<file path="config.mk">
export PLATFORM = sky130hd
export DESIGN_NAME = irq_pio_ctrl
export DESIGN_NICKNAME = d
export VERILOG_FILES = /design/src/rtl/irq_pio_pkg.sv /design/src/rtl/irq_pio_debounce.sv /design/src/rtl/irq_pio_ctrl.sv
export SDC_FILE = /design/constraint.sdc
export NUM_CORES = 1
export LEC_CHECK = 0
export ABC_AREA = 1
export BUFFER_PORTS_ARGS = -buffer_cell sky130_fd_sc_hd__buf_4
export CAP_MARGIN = 20
export CORE_UTILIZATION = 58
export CTS_BUF_LIST = sky130_fd_sc_hd__clkbuf_2
export CTS_CLUSTER_DIAMETER = 50
export DETAILED_ROUTE_END_ITERATION = 10
export HOLD_SLACK_MARGIN = 0.12
export PLACE_DENSITY_LB_ADDON = 0.15
export SYNTH_ARGS = -nofsm -noshare
export SYNTH_HDL_FRONTEND = slang
export SYNTH_SLANG_ARGS = --single-unit
</file>
<file path="constraint.sdc">
create_clock -name clk -period 2.2 [get_ports clk]
set_clock_uncertainty 0.15 [all_clocks]
set_input_delay 0.44 -clock clk [delete_from_list [all_inputs] [get_ports clk]]
set_output_delay 0.44 -clock clk [all_outputs]
set_load 0.05 [all_outputs]
</file>
<file path="src/rtl/irq_pio_pkg.sv">
// irq_pio_pkg: register map constants and helpers shared by the irq_pio_ctrl block.
// The debounce counters are built only when IRQ_PIO_DEBOUNCE_EN is defined.
package irq_pio_pkg;

    localparam logic [2:0] ADDR_DATA     = 3'd0;
    localparam logic [2:0] ADDR_RISE_EN  = 3'd1;
    localparam logic [2:0] ADDR_IRQ_MASK = 3'd2;
    localparam logic [2:0] ADDR_EDGECAP  = 3'd3;
    localparam logic [2:0] ADDR_FALL_EN  = 3'd4;

    // Smallest r with 2**r >= v; used to size the debounce counter.
    function automatic int unsigned clog2_fn(input int unsigned v);
        int unsigned r;
        r = 0;
        for (int i = 0; i < 32; i++) begin
            if ((64'(1) << i) < 64'(v)) begin
                r = i + 1;
            end
        end
        return r;
    endfunction

endpackage

</file>
<file path="src/rtl/irq_pio_debounce.sv">
// irq_pio_debounce: one input channel, SYNC_STAGES-deep synchroniser followed by an
// optional debounce filter (present only when IRQ_PIO_DEBOUNCE_EN is defined).
module irq_pio_debounce
    import irq_pio_pkg::*;
#(
    parameter int unsigned SYNC_STAGES     = 2,
    parameter int unsigned DEBOUNCE_CYCLES = 1000
) (
    input  logic clk,
    input  logic reset,
    input  logic d_i,
    output logic stable_o
);

    logic [SYNC_STAGES-1:0] sync_q;
    logic                   sync;

    // Synchroniser shift chain; the oldest sample is the synchronised level.
    always_ff @(posedge clk) begin
        if (reset) begin
            sync_q <= '0;
        end else begin
            sync_q <= {sync_q[SYNC_STAGES-2:0], d_i};
        end
    end

    assign sync = sync_q[SYNC_STAGES-1];

`ifdef IRQ_PIO_DEBOUNCE_EN
    localparam int unsigned CntW = clog2_fn(DEBOUNCE_CYCLES) + 1;

    logic            stable_q, stable_d;
    logic [CntW-1:0] cnt_q, cnt_d;

    // Accept a new level only after DEBOUNCE_CYCLES consecutive differing samples.
    always_comb begin
        stable_d = stable_q;
        cnt_d    = cnt_q;
        if (sync == stable_q) begin
            cnt_d = '0;
        end else if (cnt_q == CntW'(DEBOUNCE_CYCLES - 1)) begin
            stable_d = sync;
            cnt_d    = '0;
        end else begin
            cnt_d = cnt_q + 1'b1;
        end
    end

    // Debounce state register.
    always_ff @(posedge clk) begin
        if (reset) begin
            stable_q <= 1'b0;
            cnt_q    <= '0;
        end else begin
            stable_q <= stable_d;
            cnt_q    <= cnt_d;
        end
    end

    assign stable_o = stable_q;
`else
    assign stable_o = sync;
`endif

endmodule

</file>
<file path="src/rtl/irq_pio_ctrl.sv">
// irq_pio_ctrl: Avalon-MM input PIO with per-channel sync/debounce, rising/falling
// edge capture (write-1-to-clear) and a maskable registered level interrupt.
// Define IRQ_PIO_DEBOUNCE_EN to build the per-channel debounce counters.
module irq_pio_ctrl
    import irq_pio_pkg::*;
#(
    parameter int unsigned WIDTH           = 8,
    parameter int unsigned SYNC_STAGES     = 2,
    parameter int unsigned DEBOUNCE_CYCLES = 1000
) (
    input  logic             clk,
    input  logic             reset,
    input  logic [2:0]       address,
    input  logic             chipselect,
    input  logic             write_n,
    input  logic [31:0]      writedata,
    input  logic [WIDTH-1:0] in_port,
    output logic [31:0]      readdata,
    output logic             irq
);

    logic [WIDTH-1:0] stable;
    logic [WIDTH-1:0] stable_d_q;
    logic [WIDTH-1:0] rise, fall;
    logic [WIDTH-1:0] wdata;
    logic             wr_en;

    logic [WIDTH-1:0] rise_en_q, rise_en_d;
    logic [WIDTH-1:0] fall_en_q, fall_en_d;
    logic [WIDTH-1:0] irq_mask_q, irq_mask_d;
    logic [WIDTH-1:0] edgecap_q, edgecap_d;
    logic [31:0]      readdata_q, readdata_d;
    logic             irq_q, irq_d;

    for (genvar i = 0; i < WIDTH; i++) begin : g_ch
        irq_pio_debounce #(
            .SYNC_STAGES    (SYNC_STAGES),
            .DEBOUNCE_CYCLES(DEBOUNCE_CYCLES)
        ) u_ch (
            .clk     (clk),
            .reset   (reset),
            .d_i     (in_port[i]),
            .stable_o(stable[i])
        );
    end

    assign wr_en = chipselect & ~write_n;
    assign wdata = WIDTH'(writedata);
    assign rise  = stable & ~stable_d_q & rise_en_q;
    assign fall  = ~stable & stable_d_q & fall_en_q;

    // Register writes, edge capture (set beats clear), read mux and irq next-state.
    always_comb begin
        rise_en_d  = rise_en_q;
        fall_en_d  = fall_en_q;
        irq_mask_d = irq_mask_q;
        edgecap_d  = edgecap_q;
        if (wr_en) begin
            case (address)
                ADDR_RISE_EN:  rise_en_d  = wdata;
                ADDR_IRQ_MASK: irq_mask_d = wdata;
                ADDR_EDGECAP:  edgecap_d  = edgecap_q & ~wdata;
                ADDR_FALL_EN:  fall_en_d  = wdata;
                default:       ;
            endcase
        end
        edgecap_d = edgecap_d | rise | fall;

        case (address)
            ADDR_DATA:     readdata_d = 32'(stable);
            ADDR_RISE_EN:  readdata_d = 32'(rise_en_q);
            ADDR_IRQ_MASK: readdata_d = 32'(irq_mask_q);
            ADDR_EDGECAP:  readdata_d = 32'(edgecap_q);
            ADDR_FALL_EN:  readdata_d = 32'(fall_en_q);
            default:       readdata_d = 32'd0;
        endcase

        irq_d = |(edgecap_q & irq_mask_q);
    end

    // State registers.
    always_ff @(posedge clk) begin
        if (reset) begin
            stable_d_q <= '0;
            rise_en_q  <= '0;
            fall_en_q  <= '0;
            irq_mask_q <= '0;
            edgecap_q  <= '0;
            readdata_q <= '0;
            irq_q      <= 1'b0;
        end else begin
            stable_d_q <= stable;
            rise_en_q  <= rise_en_d;
            fall_en_q  <= fall_en_d;
            irq_mask_q <= irq_mask_d;
            edgecap_q  <= edgecap_d;
            readdata_q <= readdata_d;
            irq_q      <= irq_d;
        end
    end

    assign readdata = readdata_q;
    assign irq      = irq_q;

endmodule

</file>
* Yosys cells after proc, flatten, opt, wreduce, memory -nomap -nowiden *
Cells that the tools add are included.

storage, ports and cells
  RAM bits = 0
  register bits = 89
  latch bits = 0
  memories kept = 0
  input port bits = 47
  logic and storage cells = 40
  memory bits (read-only) = 0

cells by class
  equal/unequal tests = 4
  $add $sub $neg = 0
  divide/modulo/power cells = 0
  bitwise logic cells = 13
  shift-type cells = 0
  mux-type cells = 3
  multiply operators = 0
  order comparisons = 0
  reduce and logical (&&, ||, !) cells = 5

operators by type and width
  operator                                       number
  AND 8 bit                                      6
  one-hot mux 8 bit (5 select lines)             1
  inverter 8 bit                                 3
  two-way mux 8 bit                              2
  OR 8 bit                                       2
  OR reduction 8 bit                             1
  == test 3 x 2 -> 1 bit, second input constant  2
  AND reduction 2 bit                            3
  == test 3 x 1 -> 1 bit, second input constant  1
  == test 3 bit, second input constant           1
  logical NOT 3 bit                              1
  AND 1 bit                                      1
  inverter 1 bit                                 1

* Depth between registers and ports, before layout *
Gate-level depths: netlist of run 1.

  depth in word-level cells = 6
  mapped depth = 7
  mapped depth without buffers = 6

* Hierarchy *
A second synthesis of run 1 with hierarchy kept.

second synthesis, totals
  cells, all modules = 380
  area total of the unflattened synthesis = 2768.9 sq um

modules (own cells, without submodules)
  module            area an instance (sq um)  cells each  times used
  irq_pio_ctrl      2328.5                    332         1
  irq_pio_debounce  55.1                      6           8

* Least setup slack after synthesis of run 1 *
OpenSTA, ideal clock, no wires.

  kind = in2reg
  start point = input chipselect
  end point = register fall_en_q[0]
  stages = 6
  setup slack = 803 ps
  setup time = 116 ps
  arrival = 1132 ps
  path buffers = 1
  path through = inv_1 -> nor2_1 -> buf_2 -> nand3_2 -> o21ai_0 -> nor2_1

on the way
  word-level cells in the longest chain between the ends = 2

ends and longest elaborated chain
  element                        RTL line            source
  from (decl)                    irq_pio_ctrl.sv:14  input logic chipselect,
  AND 1 bit                      irq_pio_ctrl.sv:47  assign wr_en = chipselect & ~write_n;
  AND reduction 2 bit (no line)  n/a
  to (signal assigned)           irq_pio_ctrl.sv:94  fall_en_q <= fall_en_d;
  to (decl)                      irq_pio_ctrl.sv:29  logic [WIDTH-1:0] fall_en_q, fall_en_d;

No other way between the ends.
A chain may end at the register's enable or synchronous reset.

* Final worst setup path of run 1 *
  start point = input address[0]
  end point = register irq_mask_q[4]

on the way
  word-level cells in the longest chain between the ends = 2

ends and longest elaborated chain
  element                        RTL line            source
  from (decl)                    irq_pio_ctrl.sv:13  input logic [2:0] address,
  == test 3 x 2 -> 1 bit         irq_pio_ctrl.sv:59  case (address)
  AND reduction 2 bit (no line)  n/a
  to (signal assigned)           irq_pio_ctrl.sv:95  irq_mask_q <= irq_mask_d;
  to (decl)                      irq_pio_ctrl.sv:30  logic [WIDTH-1:0] irq_mask_q, irq_mask_d;

No other way between the ends.

==> results of run 1 <==
==> flip-flops by register name, indices dropped and copies added, names as in the netlist <==
signal,flops
g_ch.u_ch.sync_q,16
readdata,8
fall_en_q,8
irq_mask_q,8
irq,1
stable_d_q,8
rise_en_q,8
edgecap_q,8
==> kinds of logic (layout without fill, tap and decap cells) <==
group,count (synthesis),after routing,synth area share
AOI/OAI and AO/OA,65,65,0.123
buffers and inverters,77,110,0.142
DFF,65,65,0.450
other,1,24,0.00130
and+or+nand+nor,173,173,0.283
==> synth_stat cells <==
library cell and n:
a21oi_1 17, a21oi_2 8, buf_2 2, buf_4 26, buf_6 3, clkbuf_1 8, conb_1 1, dfxtp_1 65
inv_1 34, inv_2 4, nand2_1 25, nand2_2 9, nand3_1 32, nand3_2 3, nand3_4 1, nand4_1 10
nor2_1 89, nor2_4 2, nor2_8 2, o21ai_0 14, o21ai_1 26
==> how the worst max path moves through the flow <==
| stage | from | endpoint | slack, ns | cells after the start |
|---|---|---|---|---|
| global placement | address[1] | fall_en_q[2]$_SDFFE_PP0P_ | 0.41 | 6 |
| global route | address[0] | irq_mask_q[4]$_SDFFE_PP0P_ | 0.43 | 7 |
| detailed placement | address[1] | fall_en_q[3]$_SDFFE_PP0P_ | 0.37 | 6 |
| CTS | readdata[7]$_SDFF_PP0_ | readdata[7] | 0.53 | 1 |
| finish | address[0] | irq_mask_q[4]$_SDFFE_PP0P_ | 0.45 | 7 |
| floorplan | chipselect | fall_en_q[0]$_SDFFE_PP0P_ | 0.80 | 6 |
==> through the flow <==
step	utilization	hold WS (ns)	worst slack [ns]	power, uW	area, um^2
after floorplan	-	0.238	0.803	1480	2980
after global placement	0.641	0.239	0.410	1510	3050
after detailed placement	0.641	0.247	0.371	1510	3050
after CTS	0.714	0.240	0.526	2330	3390
after global routing	0.714	0.252	0.430	2410	3390
final	0.714	0.248	0.446	2320	3390
==> where the power goes <==
part | internal [uW] | total (uW) | switching [uW]
registers | 1210 | 1220 | 15.5
logic | 81.2 | 299 | 218
clock network | 384 | 797 | 413
total | 1670 | 2320 | 646
==> what timing repair did <==
item                                    4_1_cts  5_1_grt
hold endpoints to repair                     38        0
resized for setup                             0        0
hold buffers                                 22        0
endpoints found under the setup margin        0        0
==> metal layers <==
layer | part of all wire | track usage
met2 | 0.49 | 0.489
met1 | 0.42 | 0.344
met4 | 0.019 | 0.113
met5 | 0 | 0
met3 | 0.072 | 0.0801
==> cell type report <==
cell class | instances | area (um^2)
clock inverters | 4 | 67.6
fillers | 429 | 1360
well taps | 67 | 83.8
multi-input cells | 262 | 1260
inverters | 38 | 143
flip-flops and latches | 65 | 1300
clock buffers | 12 | 60.1
repair buffers | 56 | 475
==> worst max-delay path, cell delays in order <==
cell           delay [ns]
buf_4                0.19
inv_2                0.19
nand3_4              0.20
nor2_8               0.23
nand2_2              0.07
a21oi_2              0.14
dlygate4sd3_1        0.57
==> results.md, run 1 <==
- Worst-Skew Late Latency: approximately 0.49 ns
- Cell variety after synth: 21
- Post-synthesis sequential area ratio: 0.450
- Grt ovf: 0
- Setup TNS: 0 ns
- CP arrival: 2.05 ns
- Antenna violations before repair: 0
- Worst Path Required: 2.50 ns
- # IOs: 80
- Min Tclk post-route: 1.75 ns
- Max clock buf depth: 2
- Layout cell share with drive strength beyond 1: 0.176
- Crit end category: flip-flop
- Vias: 2,559
- Synth top area share: 0.450
- Slew Viols, Final: 0
- VDD IR max: about 0.45 mV
- Largest net degree at the start of global routing: 29
- Worst min path class: reg -> reg
- Max-Cap Viols: 0
- Largest area contributor in the netlist: dfxtp_1
- Drt total wl: 6770 um
- Area delta synth->final: 17.5%
- Final period utilization: 0.797
- Crit Reg-Reg Endpoint: irq_mask_q[3]$_SDFFE_PP0P_
- Placer Congestion: approximately 0.83
- DRC Markers: 0
- Root buffer cell: clkbuf_2
- Mapped cell area: 2890 um^2
- Fin nets: 479
- Row cnt: 25
- Total CTS buffers: 9
- Yosys warns: 0
- GR Util All Layers: 0.288
- Number of global-route vias before repair: 2,490
- Final ANT Viol Nets: 0
- Vias/cell: 5.08
- DP Wirelength: 4100 um
- Max FO, Critical Path: 14
- Reg-to-reg setup timing slack: about 0.8 ns
- Hold Path Cell Cnt: 2
- Max Clk Rate: 570 MHz
- Final hold violation count: 0
- Ant. Diodes: 0
- Postcts setup bufs: 0
- TritonCTS clock tree: built
- Commonest cells after routing, fill and taps aside: nor2_1 (89), dfxtp_1 (65), inv_1 (34), buf_4 (34), nand3_1 (32)
- Unrepaired setup endpoints after global routing: no
- Finish-stage setup viols: 0
- Core Area: 4750 um^2
- Worst Hold End: g_ch[1].u_ch.sync_q[1]$_SDFF_PP0_
- H-tree depth: 3
- Critical R2R Launch: irq_mask_q[3]$_SDFFE_PP0P_
- HP Start: g_ch[1].u_ch.sync_q[0]$_SDFF_PP0_
- Placed Cells: 466
- Clk sinks: between 60 and 70
- Die area: 5270 um^2
- Post-Layout Cell Count: 504
- R2R cell count: 3
- Initial Util: 0.608
- Status: completed
- Leakage power: ~0.0014 uW
- Die width: 72.6 um
- Startpoint Class: primary input
- Synthesized flop and latch total: 65
- Global-route wire length before repair: 11,300 um
- WS Path Type: in -> reg
- Area contributors post-synth: dfxtp_1 (45%), nor2_1 (12%), buf_4 (6.8%)
- Drt first pass iters: 7
- Initial DRC Count: approximately 190
- DIE HEIGHT: 72.6 um
- Synth Instances: between 300 and 400
- Reg clk slew, reported paths: 0.17 ns
- Avg Cell Area, Syn: 7.58 um^2
- Commonest non-fill, non-tap cell in the layout: nor2_1
- # port buffers: 31
- Power per cell area: 683 nW/um^2
- DR WL/cell: between 10 and 15 um
(Power assumes the default switching activity.)
==> inputs of run 2 (changes only) <==
CORE_UTILIZATION = 54   (was 58)
clock period = 1.85 ns   (was 2.2 ns; I/O delays follow)
==> run 2 against run 1 <==
- final cell count grew 0.79%
- setup slack worse by 0.26 ns
- first-iteration DRC count shrank 3.1%
- worst hold slack got worse by 0.026 ns
- die area increased by 7.2%
- critical endpoint is now irq_mask_q[0]$_SDFFE_PP0P_
- sequential power is 19% higher
- cell area is 0.74% lower
- critical path depth rose by 1
==> results.md, run 2 (synthesis gave the netlist of run 1 again) <==
- Crit end category: flip-flop
- Root buffer cell: clkbuf_2
- Drt first pass iters: 5
- Setup TNS: 0 ns
- Final worst slack: approximately 0.19 ns
- DIE HEIGHT: about 75 um
- CP startpoint: write_n
- Postcts setup bufs: 0
- Slowest CP cell: dlygate4sd3_1
- # port buffers: 31
- Antenna violations before repair: 0
- GR peak layer: met2
- Most frequent CP cell: buf_4
- Worst Path Required: 2.15 ns
- Global-route wire length before repair: 10,400 um
- Crit Reg-Reg Endpoint: irq_mask_q[0]$_SDFFE_PP0P_
- Core Area: 5140 um^2
- Clk sinks: 65
- Row cnt: 26
- VDD IR max: about 0.55 mV
- Drt total wl: 6550 um
- Layout cell share with drive strength beyond 1: 0.176
- Largest net degree at the start of global routing: 32
- WS Path Type: in -> reg
- Final ANT Viol Nets: 0
- Vias/cell: 5.03
- Power per cell area: 723 nW/um^2
- Vias: 2,555
- Leakage power: 0.00143 uW
- Commonest cells after routing, fill and taps aside: nor2_1 (89), dfxtp_1 (65), buf_4 (36)
- Die area: 5650 um^2
- Worst-Skew Late Latency: 0.50 ns
- Critical R2R Launch: irq_mask_q[0]$_SDFFE_PP0P_
- Startpoint Class: primary input
- Die width: 75.1 um
- Commonest non-fill, non-tap cell in the layout: nor2_1
- Reg with most FFs: g_ch.u_ch.sync_q
- Max-Cap Viols: 0
- Max incr delay on CP: around 0.57 ns
- Finish-stage setup viols: 0
- DRC Markers: 0
- R2R cell count: 3
- Status: completed
- Grt met3 use: 0.0576
- Max FO, Critical Path: 11
- H-tree depth: 3
- Dpl ws: 0.164 ns
- DP Wirelength: 4070 um
- CP arrival: between 1.5 and 2 ns
- Fin nets: a little under 500
- Max clock buf depth: 2
- Initial Util: 0.562
- Worst min path class: in -> reg
- Final hold violation count: 0
- Ant. Diodes: 0
- Initial DRC Count: 188
- Met2 GRT Util: 0.399
- Max Clk Rate: approximately 600 MHz
- Placer Congestion: 0.811
- Slew Viols, Final: 0
- TritonCTS clock tree: built
- DR WL/cell: 12.9 um
- Min Tclk post-route: roughly 1.7 ns
- Final period utilization: 0.898
- GR Util All Layers: 0.253
- Grt ovf: 0
- Total CTS buffers: 9
- Area delta synth->final: 16.6%
- Reg-to-reg setup timing slack: 0.50 ns
- # IOs: 80
- Critical-path cell list: buf_4 -> nor2_1 -> buf_4 -> inv_2 -> nor2_8 -> nand2_2 -> a21oi_2 -> dlygate4sd3_1
- Number of global-route vias before repair: 2,240
- Reg clk slew, reported paths: 0.17 ns
- Max reg flops: 16
- Met1 Usage GRT: 0.332
- Tot Pwr: between 2000 and 2500 uW
- Unrepaired setup endpoints after global routing: no
- CP endpoint: irq_mask_q[0]$_SDFFE_PP0P_
==> run 2: cell types whose count changed in the layout (fill, tap and decap cells not counted) <==
cell           previous run  this run
buf_4                    34        36
bufinv_16                 2         0
clkbuf_2                 12        11
clkinv_1                  2         1
clkinv_2                  0         1
dlygate4sd3_1            22        24
==> run 2: how the worst min path moves through the flow <==
stage | start | end | depth (start not counted)
5_1_grt | address[2] | readdata[6]$_SDFF_PP0_ | 5
2_1_floorplan | g_ch[0].u_ch.sync_q[0]$_SDFF_PP0_ | g_ch[0].u_ch.sync_q[1]$_SDFF_PP0_ | 2
3_3_place_gp | g_ch[6].u_ch.sync_q[0]$_SDFF_PP0_ | g_ch[6].u_ch.sync_q[1]$_SDFF_PP0_ | 2
3_5_place_dp | g_ch[1].u_ch.sync_q[0]$_SDFF_PP0_ | g_ch[1].u_ch.sync_q[1]$_SDFF_PP0_ | 2
6_report | address[1] | readdata[7]$_SDFF_PP0_ | 5
4_1_cts | address[2] | readdata[6]$_SDFF_PP0_ | 5
==> run 2: what timing repair did <==
item / 4_1_cts / 5_1_grt
resized for setup: 0 / 0
hold buffers: 24 / 0
endpoints found under the hold margin: 58 / 0
==> run 2: worst max-delay path, delay by kind of cell <==
family	cells	cell delay (ns)
compound gates	1	0.12
buf+inv	4	1.05
simple gates	3	0.42
==> run 2: stage by stage <==
| step | instances | util | hold slack [ns] | area [um^2] |
|---|---|---|---|---|
| after detailed placement | 471 | 0.596 | 0.243 | 3060 |
| after global routing | 508 | 0.655 | 0.224 | 3370 |
| after global placement | 471 | 0.596 | 0.239 | 3060 |
| after floorplan | 404 | - | 0.238 | 2980 |
| after CTS | 508 | 0.655 | 0.204 | 3370 |
| final | 508 | 0.655 | 0.222 | 3370 |
==> run 2: layout make-up <==
cell class	count	area, um^2
Tap cell	70	87.6
Clock buffer	11	55.1
Multi-Input combinational cell	262	1260
Fill cell	462	1770
Sequential cell	65	1300
Inverter	38	143
Timing Repair Buffer	60	510
Clock inverter	2	8.76
==> run 2: layer usage <==
layer	part of all wire	vias to the layer above	wire (um)
met2	0.46	93	3040
met3	0.062	15	409
li1	-	1284	-
met5	0	-	0
met4	0.025	0	161
met1	0.45	1163	2930
==> run 2: power breakdown <==
part | total, uW | switching (uW) | internal [uW] | leakage (uW)
Combinational | 362 | 258 | 104 | 0.000851
Clock | 620 | 459 | 161 | 0.0000512
Sequential | 1450 | 18.0 | 1430 | 0.000529
==> inputs of run 3 (changes only) <==
CORE_UTILIZATION = 33   (was 54)
SETUP_SLACK_MARGIN = 0.2   (was unset)
==> run 3 against run 2 <==
- register-to-register slack about the same
- combinational power increased by 3%
- via count decreased by 0.35%
- worst hold slack got worse by 0.076 ns
- first-iteration DRC count decreased by 50%
- sequential share of layout area decreased by 1.2 points
- setup slack improved by 0.060 ns
- cell area increased by 3.2%
- critical path depth unchanged
==> results.md, run 3 (synthesis gave the netlist of run 1 again) <==
- Row cnt: 33
- DIE HEIGHT: 95.6 um
- R2R cell count: 3
- # IOs: 80
- Placer Congestion: around 0.77
- Largest net degree at the start of global routing: 51
- Crit end category: flip-flop
- Net Sw Power: approximately 810 uW
- Area delta synth->final: 20.3%
- Grt ovf: 0
- Post-Layout Cell Count: 551
- Power per cell area: around 730 nW/um^2
- Min Tclk post-route: between 1.5 and 2 ns
- Commonest non-fill, non-tap cell in the layout: nor2_1
- Crit Reg-Reg Endpoint: irq_mask_q[1]$_SDFFE_PP0P_
- Fillers: slightly below 900
- DRC Markers: 0
- Layout cell share with drive strength beyond 1: 0.204
- Number of global-route vias before repair: approximately 2,400
- # port buffers: 31
- Final period utilization: 0.866
- Final hold violation count: 0
- Commonest cells after routing, fill and taps aside: nor2_1 (89), dfxtp_1 (65), buf_4 (44)
- Leakage power: 0.00146 uW
- Hold Path Cell Cnt: 3
- Sequential Power Share: 0.576
- Global-route wire length before repair: 11,800 um
- Clock share of power: 0.277
- DP Wirelength: between 4000 and 5000 um
- Max clock buf depth: 2
- Root buffer cell: clkbuf_2
- Initial Util: 0.346
- Internal power: between 1500 and 2000 uW
- Fin nets: 488
- Die area: 9130 um^2
- Core Area: 8340 um^2
- Unrepaired setup endpoints after global routing: no
- Setup TNS: 0 ns
- WS Path Type: in -> reg
- Total CTS buffers: 9
- Critical R2R Launch: irq_mask_q[1]$_SDFFE_PP0P_
- Vias/cell: 4.62
- HP Start: reset
- Worst-Skew Late Latency: 0.50 ns
- Vias: 2,546
- Status: completed
- Max Clk Rate: about 620 MHz
- Final ANT Viol Nets: 0
- Postcts setup bufs: 0
- Die width: 95.6 um
- Slew Viols, Final: 0
- Reg clk slew, reported paths: 0.20 ns
- Worst Path Required: 2.16 ns
- Register area: 1300 um^2
- Clk sinks: 65
- Max FO, Critical Path: 11
- Reg-to-reg setup timing slack: 0.50 ns
- Placed Cells: 516
- Reg with most FFs: g_ch.u_ch.sync_q
- Drt first pass iters: 4
- Worst Hold End: irq_mask_q[3]$_SDFFE_PP0P_
- Initial DRC Count: 94
- Finish-stage setup viols: 0
- Ant. Diodes: 0
- VDD IR max: 0.326 mV
- Antenna violations before repair: 0
- H-tree depth: 3
- Drt total wl: 7050 um
- DR WL/cell: about 13 um
- Area of the multi-input gates: roughly 1300 um^2
- Net Sw Frac: 0.320
- Utilization after layout: 0.417
- Max-Cap Viols: 0
- Worst min path class: in -> reg
- Logic pwr share: 0.147
- GR Util All Layers: 0.174
- Max reg flops: 16
- TritonCTS clock tree: built
- CP arrival: 1.91 ns
- Startpoint Class: primary input
run 3: cell count changes in the layout (fill, tap and decap cells not counted):
cell and change:
clkbuf_2 -1, buf_4 +8, dlygate4sd3_1 -5, clkinv_2 +3, clkinv_1 -1, buf_12 +1, clkinvlp_4 +2, buf_6 +1
run 3: how the worst max path moves through the flow:
stage | slack, ns | start | depth (start not counted) | endpoint
2_1_floorplan | 0.52 | chipselect | 6 | fall_en_q[0]$_SDFFE_PP0P_
3_3_place_gp | 0.18 | write_n | 7 | fall_en_q[3]$_SDFFE_PP0P_
3_5_place_dp | 0.16 | write_n | 7 | fall_en_q[1]$_SDFFE_PP0P_
4_1_cts | 0.24 | readdata[3]$_SDFF_PP0_ | 1 | readdata[3]
5_1_grt | 0.20 | write_n | 8 | irq_mask_q[2]$_SDFFE_PP0P_
6_report | 0.25 | write_n | 8 | irq_mask_q[1]$_SDFFE_PP0P_
run 3: area by class of cell:
class / count / share of cell area
sequential: 65 / 0.375
clock inverter: 6 / 0.0101
clock buffer: 10 / 0.0144
multi-input combinational: 262 / 0.363
timing repair buffer: 65 / 0.159
inverter: 38 / 0.0411
tap: 105 / 0.0378
run 3: power groups by stage:
stage | logic [uW] | clock network, uW | registers (uW)
after CTS | 373 | 730 | 1450
after global routing | 403 | 806 | 1460
final | 372 | 700 | 1450
after global placement | 343 | 0 | 1480
after detailed placement | 344 | 0 | 1480
after floorplan | 272 | 0 | 1490
run 3: metrics by stage:
stage	area, um^2	hold WS (ns)	power, uW	worst slack [ns]
floorplan	2980	0.238	1760	0.523
CTS	3470	0.120	2560	0.240
finish	3470	0.146	2530	0.249
global placement	3200	0.241	1830	0.179
global route	3470	0.125	2670	0.203
detailed placement	3200	0.243	1830	0.157
run 3: routing by layer:
metal	wire (um)	share of wire	track usage
met1	3420	0.49	0.228
met4	87	0.012	0.0746
met5	0	0	0
met2	3220	0.46	0.280
met3	322	0.046	0.0287
run 3: repair_timing:
item / 4_1_cts / 5_1_grt
hold buffers: 19 / 0
endpoints found under the setup margin: 0 / 3
endpoints found under the hold margin: 40 / 0
gates resized for setup: 0 / 1
run 3: critical path: stages:
cell and delay (ns):
buf_4 0.11, nor2_1 0.09, buf_4 0.20, inv_2 0.16, nor2_8 0.22, nand2_2 0.08
a21oi_2 0.13, dlygate4sd3_1 0.55
